$ cat config.mk
export PLATFORM = sky130hd
export DESIGN_NAME = pwm_cfg_sequencer
export DESIGN_NICKNAME = d
export VERILOG_FILES = /design/src/rtl/pwm_cfg_sequencer.sv
export SDC_FILE = /design/constraint.sdc
export NUM_CORES = 1
export LEC_CHECK = 0
export CAP_MARGIN = 20
export CELL_PAD_IN_SITES_DETAIL_PLACEMENT = 0
export CELL_PAD_IN_SITES_GLOBAL_PLACEMENT = 1
export CORE_ASPECT_RATIO = 0.8
export CORE_MARGIN = 8
export CORE_UTILIZATION = 40
export CTS_CLUSTER_DIAMETER = 200
export CTS_CLUSTER_SIZE = 24
export DETAILED_ROUTE_END_ITERATION = 10
export PLACE_DENSITY_LB_ADDON = 0.1
export REMOVE_ABC_BUFFERS = 1
export SLEW_MARGIN = 40
export SYNTH_ARGS = -nofsm -noshare
export SYNTH_HDL_FRONTEND = slang
export SYNTH_SLANG_ARGS = --single-unit
export TNS_END_PERCENT = 100
$ cat constraint.sdc
create_clock -name clk -period 7.86 [get_ports clk]
set_input_delay 1.572 -clock clk [delete_from_list [all_inputs] [get_ports clk]]
set_output_delay 1.572 -clock clk [all_outputs]
set_load 0.01 [all_outputs]
$ cat src/rtl/pwm_cfg_sequencer.sv
// APB master that writes period, duty and control for each selected PWM channel.
// Optional readback verification of every write is enabled by defining PWM_CFG_VERIFY_EN.
module pwm_cfg_sequencer #(
  parameter int          NUM_CHANNELS  = 4,
  parameter logic [31:0] BASE_ADDR     = 32'h8000_0000,
  parameter int          REGS_PER_CHAN = 3
) (
  input  logic                       clk,
  input  logic                       n_rst,
  input  logic                       start,
  input  logic [NUM_CHANNELS-1:0]    chan_mask,
  input  logic [NUM_CHANNELS*32-1:0] period_in,
  input  logic [NUM_CHANNELS*32-1:0] duty_in,
  input  logic [NUM_CHANNELS*32-1:0] control_in,
  output logic                       busy,
  output logic                       done,
  output logic                       err,
  output logic [31:0]                paddr,
  output logic [31:0]                pwdata,
  output logic                       psel,
  output logic                       penable,
  output logic                       pwrite,
  input  logic [31:0]                prdata
);

  localparam int CW = $clog2(NUM_CHANNELS) + 1;
  localparam int IW = $clog2(REGS_PER_CHAN);
  localparam logic [IW-1:0] LAST_IDX = IW'(REGS_PER_CHAN - 1);

`ifdef PWM_CFG_VERIFY_EN
  typedef enum logic [2:0] {IDLE, SETUP, ACCESS, RSETUP, RACCESS, DONE} state_t;
`else
  typedef enum logic [1:0] {IDLE, SETUP, ACCESS, DONE} state_t;
`endif

  state_t                    state_reg;
  logic [CW-1:0]             ch_reg;
  logic [IW-1:0]             idx_reg;
  logic [NUM_CHANNELS-1:0]   mask_reg;
  logic [NUM_CHANNELS*32-1:0] period_reg, duty_reg, control_reg;
  logic                      busy_reg, done_reg, psel_reg, penable_reg, pwrite_reg;
  logic [31:0]               paddr_reg, pwdata_reg;

  logic [CW-1:0] first_ch, adv_ch, nxt_ch;
  logic [IW-1:0] adv_idx;
  logic          adv_done, nxt_found;
  logic [31:0]   first_data, adv_data;

  function automatic logic [31:0] addr_of(input logic [CW-1:0] c, input logic [IW-1:0] x);
    addr_of = BASE_ADDR + ((32'(c) * 32'(REGS_PER_CHAN) + 32'(x)) << 2);
  endfunction

  // Lowest requested channel, taken straight from the live inputs at start.
  always_comb begin
    first_ch = '0;
    for (int i = NUM_CHANNELS - 1; i >= 0; i--)
      if (chan_mask[i]) first_ch = CW'(i);
  end

  always_comb begin
    first_data = '0;
    for (int i = 0; i < NUM_CHANNELS; i++)
      if (first_ch == CW'(i)) first_data = period_in[i*32 +: 32];
  end

  // Next register to write: bump the index, or hop to the next set channel above ch.
  always_comb begin
    nxt_found = 1'b0;
    nxt_ch    = ch_reg;
    for (int i = 0; i < NUM_CHANNELS; i++)
      if (!nxt_found && CW'(i) > ch_reg && mask_reg[i]) begin
        nxt_found = 1'b1;
        nxt_ch    = CW'(i);
      end
    adv_ch   = ch_reg;
    adv_idx  = idx_reg + IW'(1);
    adv_done = 1'b0;
    if (idx_reg == LAST_IDX) begin
      adv_idx = '0;
      if (nxt_found) adv_ch = nxt_ch;
      else           adv_done = 1'b1;
    end
  end

  always_comb begin
    adv_data = '0;
    for (int i = 0; i < NUM_CHANNELS; i++)
      if (adv_ch == CW'(i)) begin
        if (adv_idx == IW'(0))      adv_data = period_reg[i*32 +: 32];
        else if (adv_idx == IW'(1)) adv_data = duty_reg[i*32 +: 32];
        else                        adv_data = control_reg[i*32 +: 32];
      end
  end

`ifdef PWM_CFG_VERIFY_EN
  logic err_reg;
`endif

  always_ff @(posedge clk or negedge n_rst) begin
    if (!n_rst) begin
      state_reg   <= IDLE;
      ch_reg      <= '0;
      idx_reg     <= '0;
      mask_reg    <= '0;
      period_reg  <= '0;
      duty_reg    <= '0;
      control_reg <= '0;
      busy_reg    <= 1'b0;
      done_reg    <= 1'b0;
      psel_reg    <= 1'b0;
      penable_reg <= 1'b0;
      pwrite_reg  <= 1'b0;
      paddr_reg   <= '0;
      pwdata_reg  <= '0;
`ifdef PWM_CFG_VERIFY_EN
      err_reg     <= 1'b0;
`endif
    end else begin
      done_reg <= 1'b0;
      case (state_reg)
        IDLE: begin
          if (start) begin
            busy_reg <= 1'b1;
`ifdef PWM_CFG_VERIFY_EN
            err_reg  <= 1'b0;
`endif
            if (chan_mask != '0) begin
              mask_reg    <= chan_mask;
              period_reg  <= period_in;
              duty_reg    <= duty_in;
              control_reg <= control_in;
              ch_reg      <= first_ch;
              idx_reg     <= '0;
              psel_reg    <= 1'b1;
              penable_reg <= 1'b0;
              pwrite_reg  <= 1'b1;
              paddr_reg   <= addr_of(first_ch, '0);
              pwdata_reg  <= first_data;
              state_reg   <= SETUP;
            end else begin
              done_reg  <= 1'b1;
              state_reg <= DONE;
            end
          end
        end
        SETUP: begin
          penable_reg <= 1'b1;
          state_reg   <= ACCESS;
        end
`ifdef PWM_CFG_VERIFY_EN
        ACCESS: begin
          penable_reg <= 1'b0;
          pwrite_reg  <= 1'b0;
          state_reg   <= RSETUP;
        end
        RSETUP: begin
          penable_reg <= 1'b1;
          state_reg   <= RACCESS;
        end
        RACCESS: begin
          if (prdata != pwdata_reg) err_reg <= 1'b1;
`else
        ACCESS: begin
`endif
          if (adv_done) begin
            psel_reg    <= 1'b0;
            penable_reg <= 1'b0;
            pwrite_reg  <= 1'b0;
            done_reg    <= 1'b1;
            state_reg   <= DONE;
          end else begin
            ch_reg      <= adv_ch;
            idx_reg     <= adv_idx;
            penable_reg <= 1'b0;
            pwrite_reg  <= 1'b1;
            paddr_reg   <= addr_of(adv_ch, adv_idx);
            pwdata_reg  <= adv_data;
            state_reg   <= SETUP;
          end
        end
        DONE: begin
          busy_reg  <= 1'b0;
          state_reg <= IDLE;
        end
        default: state_reg <= IDLE;
      endcase
    end
  end

  assign busy    = busy_reg;
  assign done    = done_reg;
  assign psel    = psel_reg;
  assign penable = penable_reg;
  assign pwrite  = pwrite_reg;
  assign paddr   = paddr_reg;
  assign pwdata  = pwdata_reg;

`ifdef PWM_CFG_VERIFY_EN
  assign err = err_reg;
`else
  // Readback data has no consumer without verification.
  logic unused_prdata;
  assign unused_prdata = ^prdata;
  assign err = 1'b0;
`endif

endmodule

Word level (Yosys, flattened, before mapping)
Cells that the tools add are included.
W data, S select, Z words.
- bits in registers: 464
- input port bits: 423
- output and inout bits: 70
- word-level logic and storage cells: 131
- add/sub/neg operators: 4
- $mul: 2
- magnitude comparators: 4
- equality and inequality tests: 15
- muxes and demuxes: 68
- reduce and logical (&&, ||, !) cells: 24
- operator list (cell ; count):
    $mux W32 ; 22
    $pmux W32 S2 ; 2
    $add A32 B7 Y32 const A ; 1
    $add A32 B8 Y32 const A ; 1
    $mux W3 ; 9
    $mux W2 ; 11
    $mux W1 ; 16
    $eq A3 B2 Y1 const B ; 4
    $mul A3 B2 Y5 const B ; 2
    $reduce_and A3 Y1 ; 3
    $ne A2 B2 Y1 const B ; 4
    $pmux W1 S2 ; 4
    $pmux W2 S4 ; 1
    $reduce_and A4 Y1 ; 2
    $logic_and A1 B1 Y1 ; 7
    $add A5 B2 Y6 ; 1
    $eq A2 B2 Y1 const B ; 3
    $eq A3 B1 Y1 const B ; 2
    $gt A1 B3 Y1 const A ; 2
    $gt A2 B3 Y1 const A ; 2
    $logic_not A3 Y1 ; 2
    $pmux W3 S2 ; 1
    $eq A2 B1 Y1 const B ; 2
    $logic_not A2 Y1 ; 2
    other kinds (8) ; 11

Depth between registers and ports, before layout
- word-level depth: 24
- mapped depth: 15
- gate-level depth less buffers: 11

Worst setup path before layout
Ideal clock, no wire load.
- kind: flip-flop to flip-flop
- start point: register idx_reg[0]
- end point: register paddr_reg[5], in the netlist paddr[5]
- setup time: 0.125 ns
- data arrival time: 3.117 ns
- required time: 7.735 ns
- setup slack: 4.618 ns
- cell stages (with the launch flop): 15
- buffers on the path: 3
- clock period less this slack: 3.242 ns
- path through: dfrtp_1 > buf_2 > buf_4 > buf_4 > inv_1 > o2111ai_1 > a32oi_1 > inv_1 > fa_1 > inv_1 > ha_1 > fa_1 > xnor2_1 > a21oi_1 > mux2_2
- longest elaborated chain between the ends: 7
- elaborated cells between the ends (all ways): 12
- those cells by class: 3 x add/sub; 1 x mul; 2 x eq/ne; 5 x mux; 1 x reduce/logical
- ends and longest elaborated chain (item ; line ; source):
    start: declaration ; 38 ; logic [IW-1:0] idx_reg;
    start signal: assignment ; 173 ; idx_reg <= adv_idx;
    $eq A2 B2 Y1 ; 78 ; if (idx_reg == LAST_IDX) begin
    $mux W3 ; 78 ;
    $mul A3 B2 Y5 ; 50 ; addr_of = BASE_ADDR + ((32'(c) * 32'(REGS_PER_CHAN) + 32'(x)) << 2);
    $add A5 B2 Y6 ; 50 ;
    $add A32 B8 Y32 ; 50 ;
    $mux W32 ; 165 ; if (adv_done) begin
    $pmux W32 S2 ; 120 ; case (state_reg)
    end signal: assignment ; 137 ; paddr_reg <= addr_of(first_ch, '0);
    end signal: assignment ; 176 ; paddr_reg <= addr_of(adv_ch, adv_idx);
    end: declaration ; 42 ; logic [31:0] paddr_reg, pwdata_reg;
Several ways; a longest one is shown, not always the timed one. The select of a mux whose other input is x is not followed.
A chain may end at the register's enable or synchronous reset.

Final worst setup path
- start point: register ch_reg[2]
- end point: register pwdata_reg[30], in the netlist pwdata[30]
- longest elaborated chain between the ends: 24
- elaborated cells between the ends (all ways): 38
- those cells by class: 4 x order compare; 4 x eq/ne; 18 x mux; 12 x reduce/logical
- ends and longest elaborated chain (item ; line ; source):
    start: declaration ; 37 ; logic [CW-1:0] ch_reg;
    start signal: assignment ; 132 ; ch_reg <= first_ch;
    start signal: assignment ; 172 ; ch_reg <= adv_ch;
    $gt A1 B3 Y1 ; 71 ; if (!nxt_found && CW'(i) > ch_reg && mask_reg[i]) begin
    $logic_and A1 B1 Y1 ; 71 ;
    $mux W1 ; 71 ;
    $logic_not A1 Y1 ; 71 ;
    $logic_and A1 B1 Y1 (2 in series) ; 71 ;
    $mux W1 ; 71 ;
    $logic_not A1 Y1 ; 71 ;
    $logic_and A1 B1 Y1 (2 in series) ; 71 ;
    [2 not listed] ; - ;
    $logic_and A1 B1 Y1 (2 in series) ; 71 ;
    $mux W3 / $mux W1 (equally long branches) ; 71 ;
    $mux W3 ; 80 ; if (nxt_found) adv_ch = nxt_ch;
    $mux W3 ; 78 ;
    $logic_not A3 Y1 ; 88 ; if (adv_ch == CW'(i)) begin
    $mux W32 (4 in series) ; 88 ;
    $mux W32 ; 165 ;
    $pmux W32 S2 ; 120 ;
    end signal: assignment ; 138 ; pwdata_reg <= first_data;
    end signal: assignment ; 177 ; pwdata_reg <= adv_data;
    end: declaration ; 42 ;
Several ways; a longest one is shown, not always the timed one. The select of a mux whose other input is x is not followed.

==> reports/metrics.json <==
{
  "die_width": {"value": 277, "unit": "µm"},
  "synth.mux.area_fraction": {"value": 0.0903},
  "finalMaxSlewViolations": {"value": 0},
  "critical_path_arrival": {"value": 4.44, "unit": "ns"},
  "worst_ir_drop_vdd": {"value": 0.188, "unit": "mV"},
  "placed_cells": {"value": 3607},
  "finalWeightedCongestion": {"value": 0.802},
  "critPathMaxFanout": {"value": 36},
  "worst_clock_skew_on_the_final_layout": {"value": 0.0233, "unit": "ns"},
  "area_share_of_fa_ha_maj_cells_after_synthesis": {"value": 0.00931},
  "timing.critical_path.slowest_cell_delay": {"value": 0.68, "unit": "ns"},
  "routed_wire_length_per_instance": {"value": 20.6, "unit": "µm"},
  "setup_repair_after_global_routing_missed_its_margin": {"value": "false"},
  "cp_top_family": {"value": "compound AO/OA/AOI/OAI gates"},
  "launching_point_of_the_worst_reg2reg_path": {"value": "ch_reg[2]"},
  "fin_nets": {"value": 3371},
  "worstHoldStart": {"value": "control_reg[77]"},
  "synth_simple_gate_area_frac": {"value": 0.250},
  "initial_antenna_violation_count": {"value": 17},
  "worst_r2r_path_depth": {"value": 12},
  "power.density_cell_area": {"value": 347, "unit": "mW/mm²"},
  "timing.hold.worst_path_depth": {"value": 2},
  "detailroute.via_count": {"value": 18900},
  "slew_headroom": {"value": 0.402},
  "cp-end-kind": {"value": "register"},
  "synth_seq_cells": {"value": 437},
  "run_status": {"value": "complete, no violations"},
  "max_cap_viol_count": {"value": 0},
  "synth_flop_cell": {"value": "dfrtp_1"},
  "postRouteWirelength": {"value": 75300, "unit": "µm"},
  "worst_path_max_delay_cell": {"value": "dfrtp_1"},
  "antenna_left": {"value": 0},
  "detail_route.vias_per_cell": {"value": 5.18},
  "core_area": {"value": 0.0538, "unit": "mm²"},
  "htree_levels": {"value": 1},
  "timing.final.crit_share": {"value": 0.512},
  "critical_path_required": {"value": 8.28, "unit": "ns"},
  "io_pins": {"value": 493},
  "tightest_slew": {"value": 0.897, "unit": "ns"},
  "multi_input_comb_area": {"value": 0.00990, "unit": "mm²"},
  "synthArstFlopShare": {"value": 1.00},
  "track_usage": {"value": 0.234},
  "synth.yosys.seq_area_share": {"value": 0.502},
  "place.port_buffers": {"value": 433},
  "num_rows": {"value": 76},
  "main_combinational_cell_family_by_area_after_synthesis": {"value": "simple AND/OR/NAND/NOR gates"},
  "min_period": {"value": 4.02, "unit": "ns"},
  "timing.critical_path.cells": {"value": "nor2_1, a311oi_2, a32oi_1, inv_1, ha_1, nor2b_4, buf_16, buf_4, o2111ai_1, o311ai_0, o22a_1, a21oi_1"},
  "maxClockFrequency": {"value": 0.249, "unit": "GHz"},
  "die_ar": {"value": 0.0622, "unit": "mm²"},
  "synth-warning-count": {"value": 0},
  "overflow": {"value": 0},
  "die-height": {"value": 225, "unit": "µm"},
  "total_leakage_power": {"value": 13.1, "unit": "nW"},
  "post_synth_instance_area": {"value": 0.0218, "unit": "mm²"},
  "synthXorXnorAreaFrac": {"value": 0.000402},
  "tritoncts": {"value": "built"},
  "grt_max_degree": {"value": 199},
  "postSynthCellCount": {"value": 2628},
  "drtPass1Iterations": {"value": 5},
  "timing_worst_setup_path_type": {"value": "reg -> reg"},
  "grt_pass1_wl": {"value": 115000, "unit": "µm"},
  "timing.final.ws_setup": {"value": 3.84, "unit": "ns"},
  "initial_utilization": {"value": 0.405},
  "reg2reg_setup_slack": {"value": 3.84, "unit": "ns"},
  "final_layout_size_suffix_gt1_frac": {"value": 0.0392},
  "grt_pass1_vias": {"value": 18900},
  "clk_pin_slew_worst_paths": {"value": 0.10, "unit": "ns"},
  "synth_compound_gate_area_share": {"value": 0.0962},
  "cts_root_buf": {"value": "clkbuf_16"},
  "dp_hpwl": {"value": 48400, "unit": "µm"},
  "clkLatencyLatePin": {"value": 0.57, "unit": "ns"},
  "flow.area_growth_from_synthesis": {"value": 25.0, "unit": "%"},
  "hold_violations": {"value": 0},
  "post-route-drc-count": {"value": 0},
  "cts_inserted_buffers": {"value": 22},
  "synthDistinctLibCells": {"value": 44},
  "critPathLaunchType": {"value": "register"},
  "stdcell_count": {"value": 3647},
  "clock_sink_count": {"value": 437},
  "fin_hold_ws": {"value": 0.478, "unit": "ns"},
  "seq_area": {"value": 0.0109, "unit": "mm²"},
  "timing.hold.worst.class": {"value": "reg -> reg"},
  "worstPathBufferInverterCount": {"value": 3},
  "synth-edff-count": {"value": 0},
  "whs_endpoint": {"value": "control_reg[77]"},
  "setup_violations": {"value": 0},
  "post-cts-setup-buffers": {"value": 0},
  "worstReg2RegEnd": {"value": "pwdata[30]"},
  "dr.first_iter.drc_count": {"value": 1412},
  "filler_cell_count": {"value": 5151},
  "ctsHoldBuffers": {"value": 0},
  "final_core_utilization": {"value": 0.506},
  "synth_area_per_cell": {"value": 8.29, "unit": "µm²"},
  "preCtsSetupSlack": {"value": 3.29, "unit": "ns"},
  "cts-resized-gates": {"value": 0},
  "cts-root-to-sink-buffers": {"value": 3}
}
logic make-up after synthesis:
group,count (synthesis)
adder cells (fa/ha/maj),15
buffers and inverters,227
AO/OA/AOI/OAI,326
other,1
flip-flops,437
XOR/XNOR,1
AND/OR/NAND/NOR,1429
multiplexers,192
how the worst max path moves through the flow:
stage            startpoint          end  cells past startpoint
2_1_floorplan         start  mask_reg[1]                      3
3_3_place_gp   chan_mask[1]     paddr[5]                      6
3_5_place_dp   chan_mask[0]     paddr[5]                      7
4_1_cts          idx_reg[1]   pwdata[30]                     12
5_1_grt          idx_reg[1]   pwdata[30]                     12
6_report          ch_reg[2]   pwdata[30]                     12
area by class of cell:
class	count	area share
Tap cell	702	0.0323
Sequential cell	437	0.402
Multi-Input combinational cell	1990	0.364
Clock buffer	24	0.0205
Antenna cell	10	0.000919
Clock inverter	2	0.00133
Timing Repair Buffer	467	0.177
Inverter	15	0.00216
report_power, final:
part	internal (W)	switching [W]	total [W]	leakage [nW]
Combinational	0.00173	0.00252	0.00425	7.45
Clock	0.000518	0.000768	0.00129	0.290
Sequential	0.00330	0.000595	0.00390	5.40
Yosys cell counts, types with 3 or more instances:
cell       number  share of area
ha_1           13         0.0075
o22ai_1        32         0.0092
buf_1           7         0.0012
a2bb2oi_1      33          0.013
nand2b_1        4         0.0011
nand2_1      1322           0.23
nand3_1         4        0.00092
a22o_1         32          0.013
buf_6           4         0.0021
nor3_1          4        0.00092
dfrtp_1       437           0.50
and3_1          3        0.00086
clkbuf_1       67          0.012
o21ai_0       104          0.024
nor2b_1         5         0.0014
buf_4          31          0.011
mux2i_1       157          0.072
a31oi_1        31         0.0089
buf_2         103          0.024
inv_1          14         0.0024
o211ai_1       34          0.012
mux2_2         35          0.018
nor2_1         80          0.014
a21oi_1        48          0.011
cell usage in the layout (no fill, tap or decap), drive strengths merged, types with 2 or more instances in the layout:
master / count
nand2: 1322
dfrtp: 437
clkdlybuf4s50: 429
mux2i: 157
o21ai: 104
nor2: 80
a21oi: 48
buf: 38
mux2: 35
o211ai: 34
a2bb2oi: 33
a22o: 32
o22ai: 32
a31oi: 31
conb: 27
clkbuf: 24
inv: 16
ha: 13
diode: 10
nor2b: 5
nand2b: 4
nor3: 4
nand3: 4
and3: 3
a32oi: 3
o2111ai: 2
o311ai: 2
fa: 2
worst min-delay path, cell delays in order, from the launching register on:
cell and delay (ns):
dfrtp_1 0.35, nand2_1 0.05, nand2_1 0.05
metrics by stage:
stage / setup TNS, ns / cell area, µm² / total power (W)
after global routing: 0 / 27200 / 0.0102
after CTS: 0 / 27100 / 0.00948
final: 0 / 27200 / 0.00943
after detailed placement: 0 / 26500 / 0.00817
after floorplan: -2428.00 / 20800 / 0.00704
after global placement: 0 / 26400 / 0.00802
routing by layer:
layer  global-route usage  wire length, µm  up-vias
met4               0.0461             1260       18
met1                0.321            33500     9199
met3               0.0520             5320       85
li1                     -                -     9041
met5                    0              117        -
met2                0.381            35000      536
Power figures use the tool's default switching activity.
